File: src/rtl/filtez.sv
// Zero-predictor filter: sums bli[i]*dlti[i] over NTAPS taps and returns acc >>> SHIFT.
// Optional FILTEZ_KEY_LOCK_EN adds working_key, which seeds the accumulator with (working_key ^ KEY_VALUE) << SHIFT.
module filtez #(
    parameter int         NTAPS     = 6,
    parameter int         ADDR_W    = 3,
    parameter int         SHIFT     = 14,
    parameter logic [7:0] KEY_VALUE = 8'hA5
) (
    input  logic              ap_clk,
    input  logic              ap_rst,
    input  logic              ap_start,
    output logic              ap_done,
    output logic              ap_idle,
    output logic              ap_ready,
    output logic [ADDR_W-1:0] bli_address0,
    output logic              bli_ce0,
    input  logic [31:0]       bli_q0,
    output logic [ADDR_W-1:0] dlti_address0,
    output logic              dlti_ce0,
    input  logic [31:0]       dlti_q0,
    output logic [31:0]       ap_return
`ifdef FILTEZ_KEY_LOCK_EN
    ,
    input  logic [7:0]        working_key
`endif
);

    typedef enum logic [4:0] {
        S_IDLE  = 5'b00001,
        S_ISSUE = 5'b00010,
        S_MUL   = 5'b00100,
        S_ACC   = 5'b01000,
        S_DONE  = 5'b10000
    } state_t;

    // One extra counter bit so the counter can reach NTAPS when NTAPS == 2^ADDR_W.
    localparam logic [ADDR_W:0] TAP_END = (ADDR_W + 1)'(NTAPS);
    localparam logic [ADDR_W:0] TAP_ONE = (ADDR_W + 1)'(1);

    state_t            state;
    state_t            next_state;
    logic [ADDR_W:0]   i;
    logic [63:0]       acc;
    logic [63:0]       prod_reg;
    logic [63:0]       acc_init;
    logic [63:0]       bli_ext;
    logic [63:0]       dlti_ext;

`ifdef FILTEZ_KEY_LOCK_EN
    assign acc_init = {56'b0, working_key ^ KEY_VALUE} << SHIFT;
`else
    assign acc_init = '0;
`endif

    // Low 64 bits of the product of sign-extended operands equal the exact signed product.
    assign bli_ext  = {{32{bli_q0[31]}}, bli_q0};
    assign dlti_ext = {{32{dlti_q0[31]}}, dlti_q0};

    always_ff @(posedge ap_clk) begin
        if (ap_rst) begin
            state     <= S_IDLE;
            i         <= '0;
            acc       <= '0;
            prod_reg  <= '0;
            ap_return <= '0;
        end else begin
            state <= next_state;
            case (state)
                S_IDLE: begin
                    if (ap_start) begin
                        i   <= '0;
                        acc <= acc_init;
                    end
                end
                S_MUL: prod_reg <= bli_ext * dlti_ext;
                S_ACC: begin
                    acc <= acc + prod_reg;
                    i   <= i + TAP_ONE;
                end
                S_DONE: ap_return <= acc[SHIFT+31:SHIFT];
                default: ;
            endcase
        end
    end

    always_comb begin
        next_state    = state;
        bli_address0  = '0;
        bli_ce0       = 1'b0;
        dlti_address0 = '0;
        dlti_ce0      = 1'b0;
        ap_done       = 1'b0;
        ap_idle       = 1'b0;
        ap_ready      = 1'b0;
        case (state)
            S_IDLE: begin
                // ap_done also reads high while idle without a request, as the handshake expects.
                ap_done = !ap_start;
                ap_idle = !ap_start;
                if (ap_start) next_state = S_ISSUE;
            end
            S_ISSUE: begin
                if (i == TAP_END) begin
                    next_state = S_DONE;
                end else begin
                    bli_address0  = i[ADDR_W-1:0];
                    dlti_address0 = i[ADDR_W-1:0];
                    bli_ce0       = 1'b1;
                    dlti_ce0      = 1'b1;
                    next_state    = S_MUL;
                end
            end
            S_MUL:  next_state = S_ACC;
            S_ACC:  next_state = S_ISSUE;
            S_DONE: begin
                ap_done    = 1'b1;
                ap_ready   = 1'b1;
                next_state = S_IDLE;
            end
            default: next_state = S_IDLE;
        endcase
    end

endmodule

File: config.mk
export PLATFORM = sky130hd
export DESIGN_NAME = filtez
export DESIGN_NICKNAME = d
export VERILOG_FILES = /design/src/rtl/filtez.sv
export SDC_FILE = /design/constraint.sdc
export NUM_CORES = 2
export LEC_CHECK = 0
export CAP_MARGIN = 10
export CORE_ASPECT_RATIO = 0.6
export CORE_UTILIZATION = 60
export CTS_BUF_LIST = sky130_fd_sc_hd__clkbuf_16
export CTS_CLUSTER_DIAMETER = 120
export CTS_CLUSTER_SIZE = 40
export DETAILED_ROUTE_END_ITERATION = 8
export PLACE_DENSITY = 0.8
export SLEW_MARGIN = 15
export SYNTH_ARGS = -nofsm -noshare
export SYNTH_HDL_FRONTEND = slang
export SYNTH_SLANG_ARGS = --single-unit
File: constraint.sdc
create_clock -name ap_clk -period 16.4 [get_ports ap_clk]
set_clock_uncertainty 0.2 [all_clocks]
set_input_delay 2.46 -clock ap_clk [delete_from_list [all_inputs] [get_ports ap_clk]]
set_output_delay 2.46 -clock ap_clk [all_outputs]
set_load 0.005 [all_outputs]
Word level (Yosys, flattened, before mapping)
Cells that the tools add are included.
{ "classes": {"n_addsub": 2, "reduce_logical": 3, "mux": 14, "eq_ne": 7, "multipliers": 1} }
{ "op_table": {"columns": ["operator", "count"], "rows": [
  ["$pmux W64 S2", 1],
  ["$add A64 B64 Y64", 1],
  ["$mul A32 B32 Y64", 1],
  ["$mux W64", 1],
  ["$pmux W5 S4", 1],
  ["$mux W5", 2],
  ["$pmux W4 S2", 1],
  ["$mux W3", 2],
  ["$eq A5 B1 Y1 const B", 1],
  ["$eq A5 B2 Y1 const B", 1],
  ["$eq A5 B3 Y1 const B", 1],
  ["$eq A5 B4 Y1 const B", 1],
  ["$eq A5 B5 Y1 const B", 1],
  ["$add A4 B1 Y4 const B", 1],
  ["$eq A4 B3 Y1 const B", 1],
  ["$mux W1", 4],
  ["$mux W4", 1],
  ["$ne A2 B2 Y1 const B", 1],
  ["$pmux W1 S2", 1],
  ["$reduce_and A2 Y1", 1],
  ["$reduce_bool A2 Y1", 1],
  ["$logic_not A1 Y1", 1]
]} }
{ "totals": {"wordCells": 32, "register_bits": 169, "input_bits": 67, "output_inout_bits": 43} }

Longest topological paths before layout
{ "logic_depth": {"depth_word": 3, "ltp_mapped": 30, "depth_no_buf": 28} }

Worst setup path before layout
No wires, ideal clock.
{ "synth_path": {"path_kind": "input -> register", "start": "in bli_q0[18]", "end": "reg prod_reg[43]", "arrival_time_ns": 9.161, "cell_stages": 25, "setup_ns": 0.125, "required_time_ns": 16.075, "setup_slack_ns": 6.914, "path_buffers": 3, "cell_sequence": "clkbuf_1 -> clkbuf_1 -> nand2_1 -> fa_1 -> fa_1 -> fa_1 -> fa_1 -> inv_1 -> fa_1 -> fa_1 -> fa_1 -> inv_1 -> fa_1 -> inv_1 -> ha_1 -> clkbuf_1 -> a21o_1 -> a31oi_1 -> o211ai_1 -> a31oi_1 -> a21oi_2 -> a221o_1 -> a31oi_1 -> xor2_1 -> o21ai_0"} }
{ "synth_via": {"elab_chain_cells": 1} }
{ "synth_lines": {"columns": ["element", "line_no", "rtl"], "rows": [
  ["start, declared", "17", "input logic [31:0] bli_q0,"],
  ["$mul A32 B32 Y64", "75", "S_MUL: prod_reg <= bli_ext * dlti_ext;"],
  ["end signal, assigned", "75", null],
  ["end, declared", "44", "logic [63:0] prod_reg;"]
]} }
No other way between the ends.
A chain may end at the register's enable or synchronous reset.

Worst setup path after layout
{ "layout_path": {"start": "in dlti_q0[24]", "end": "reg prod_reg[39]"} }
{ "layout_via": {"elab_chain_cells": 1} }
{ "layout_lines": {"columns": ["element", "line_no", "rtl"], "rows": [
  ["start, declared", "20", "input logic [31:0] dlti_q0,"],
  ["$mul A32 B32 Y64", "75", null]
]} }
No other way between the ends.

==> impl_metrics.json <==
{
  "boundaryPins": 110,
  "path_max_fanout": 22,
  "port_buffers": 109,
  "status": "finished clean",
  "ys_ff_latch": 133,
  "die_w_um": 314,
  "final_nets": 5001,
  "crit_path_start_kind": "input port",
  "min_path_type": "reg2reg",
  "layout-drive-gt1-share_pct": 2.77,
  "synth-xor-area-share_pct": 2.95,
  "post_cts_buffers": 0,
  "firstDrtPassIters": 5,
  "grt_overflow_total": 0,
  "die_h_um": 189,
  "synthMuxAreaShare_pct": 0.118,
  "worstPathArrival_ns": 10.54,
  "slew_viol_final": 0,
  "detail_route.drc_violations": 0,
  "ys_types": 67,
  "place_ws_ns": 5.50,
  "clkLatencyLatePin_ns": 0.43,
  "max_cap_viol_count": 0,
  "async_reset_ff_share_pct": 0,
  "grt_usage_pct": 33.1,
  "final_antenna_net_count": 0,
  "grt_pass1_wl_mm": 152,
  "clkSinkCount": 133,
  "yosysTopAreaCell": "fa_1",
  "postLayoutCoreUtil_pct": 64.7,
  "criticalPathCategory": "in2reg",
  "grt_max_degree": 75,
  "grt_pass1_vias": 27200,
  "finalInstanceArea_sq_um": 37200,
  "syn_area_sq_um": 35100,
  "start_util_pct": 60.9,
  "final_common_cell": "fa_1",
  "syn_avg_cell_area_sq_um": 8.84,
  "max_freq_mhz": 96.5,
  "fin_crit_ns": 10.37,
  "gp_congestion": 0.978,
  "dp_hpwl_mm": 73.5,
  "via_per_inst": 5.63,
  "synth_compound_area_share_pct": 7.25,
  "ys_top_cells_by_area": "fa_1, and2_1, inv_1, dfxtp_1, ha_1",
  "cts_max_path_buffers": 2,
  "area_growth_pct": 6.15,
  "fin_ws_ns": 6.03,
  "synth_nets": 5043,
  "antenna_found_initial": 7,
  "drt_iter0_markers": 2665,
  "grt_setup_unrepaired": "false",
  "synth_top_area_share_pct": 45.4,
  "wl_mm": 94.2,
  "yosysWarnings": 0,
  "die-area_sq_um": 59500,
  "synthFlopType": "dfxtp_1",
  "hold_viol": 0,
  "core_area_sq_um": 57600,
  "synth_top_family_by_area": "adder cells",
  "tritoncts": "yes",
  "synth_cells": 3969,
  "setup_viol_count_final": 0,
  "cts_resized": 0,
  "tns_ns": 0,
  "path_clk_slew_ns": 0.06,
  "final.period_utilization_pct": 63.2,
  "ys_seq_area_share_pct": 7.59,
  "synth-edff-count": 0,
  "synthAdderAreaFrac_pct": 52.9,
  "critPathCaptureType": "flip-flop",
  "slew_headroom_pct": 25.3,
  "cp.required_ns": 16.57,
  "layout_common_cells": "fa_1, inv_1, nand2_1",
  "worst_pin_slew_ns": 1.11,
  "cts_buffers": 17,
  "yosys.area_share.simple_pct": 18.2,
  "drt-wirelength-per-cell_um": 20.0,
  "place_area_sq_um": 36700,
  "cts_hold_buf": 0,
  "cts_htree_levels": 4,
  "cts-root-buf": "clkbuf_16",
  "rows": 68,
  "vias": 26500
}
==> cell families after synthesis <==
| logic type | after synthesis |
|---|---|
| AND/OR/NAND/NOR | 1290 |
| AO/OA/AOI/OAI | 400 |
| flip-flops | 133 |
| multiplexers | 4 |
| adder cells (fa/ha/maj) | 1007 |
| XOR/XNOR | 118 |
| buffers and inverters | 1017 |
==> synth_stat cells (3+ instances only) <==
cell / count
nor4b_1: 3
o21a_1: 9
dfxtp_1: 133
nand2b_1: 22
ha_1: 212
a211o_1: 5
and4_1: 3
fa_1: 795
a21o_1: 61
buf_1: 5
nand4_1: 14
a21oi_1: 147
inv_1: 791
xor2_1: 30
o21bai_1: 11
nor3b_1: 7
a41oi_1: 3
a31oi_1: 14
mux2i_1: 3
and3_1: 9
and2_1: 490
nand3_1: 20
o21ai_1: 3
nor3_1: 22
a211oi_1: 17
xnor2_1: 88
o21ai_0: 62
nand3b_1: 8
o211ai_1: 5
a221o_1: 3
o31ai_1: 10
a22oi_1: 20
clkbuf_1: 213
nand2_1: 572
buf_4: 6
nor2b_1: 12
o2111ai_1: 3
nor2_1: 93
or3_1: 5
==> per-stage QoR <==
step                      hold WS, ns  cells
final                           0.251   4713
after global routing            0.270   4712
after CTS                       0.255   4710
after detailed placement        0.247   4678
after global placement          0.242   4678
after floorplan                 0.229   3969
==> metal layers <==
metal,global-route usage (%),routed length [um],vias up
met5,1.79,178,-
met3,13.6,13600,127
met4,4.63,1260,6
met2,45.4,38400,1395
met1,49.4,40800,13200
li1,-,-,11800
==> critical path, stage by stage <==
cell and delay, ns:
clkdlybuf4s50_1 1.18, nand2_1 0.17, fa_1 0.55, inv_1 0.05
fa_1 0.49, inv_1 0.06, fa_1 0.54, inv_1 0.06
fa_1 0.48, fa_1 0.53, fa_1 0.43, fa_1 0.54
fa_1 0.44, ha_1 0.38, a21o_1 0.19, a21o_1 0.17
a21oi_1 0.18, o211ai_1 0.11, a31oi_1 0.35, a21oi_2 0.17
a31oi_1 0.42, o21bai_1 0.17, nor4b_1 0.28, a211o_1 0.14
==> path summary, 6_finish.rpt <==
check	start	endpoint	slack, ns	cells past startpoint
hold / removal	ap_return[16]	ap_return[16]	0.25	2
setup reg to reg	acc[1]	acc[43]	12.68	11
hold reg to reg	ap_return[16]	ap_return[16]	0.25	2
setup / recovery	dlti_q0[24]	prod_reg[39]	6.03	24
==> cell type report <==
class,count,area (sq um)
multi-input combinational,2819,28600
antenna,3,7.51
clock inverter,15,165
timing repair buffer,164,1460
clock buffer,17,425
sequential,133,2660
fill,4689,20400
tap,770,963
inverter,792,2970
Power is not shown: default switching activity piles up to over one toggle a cycle in this logic, so the estimate is an artifact.
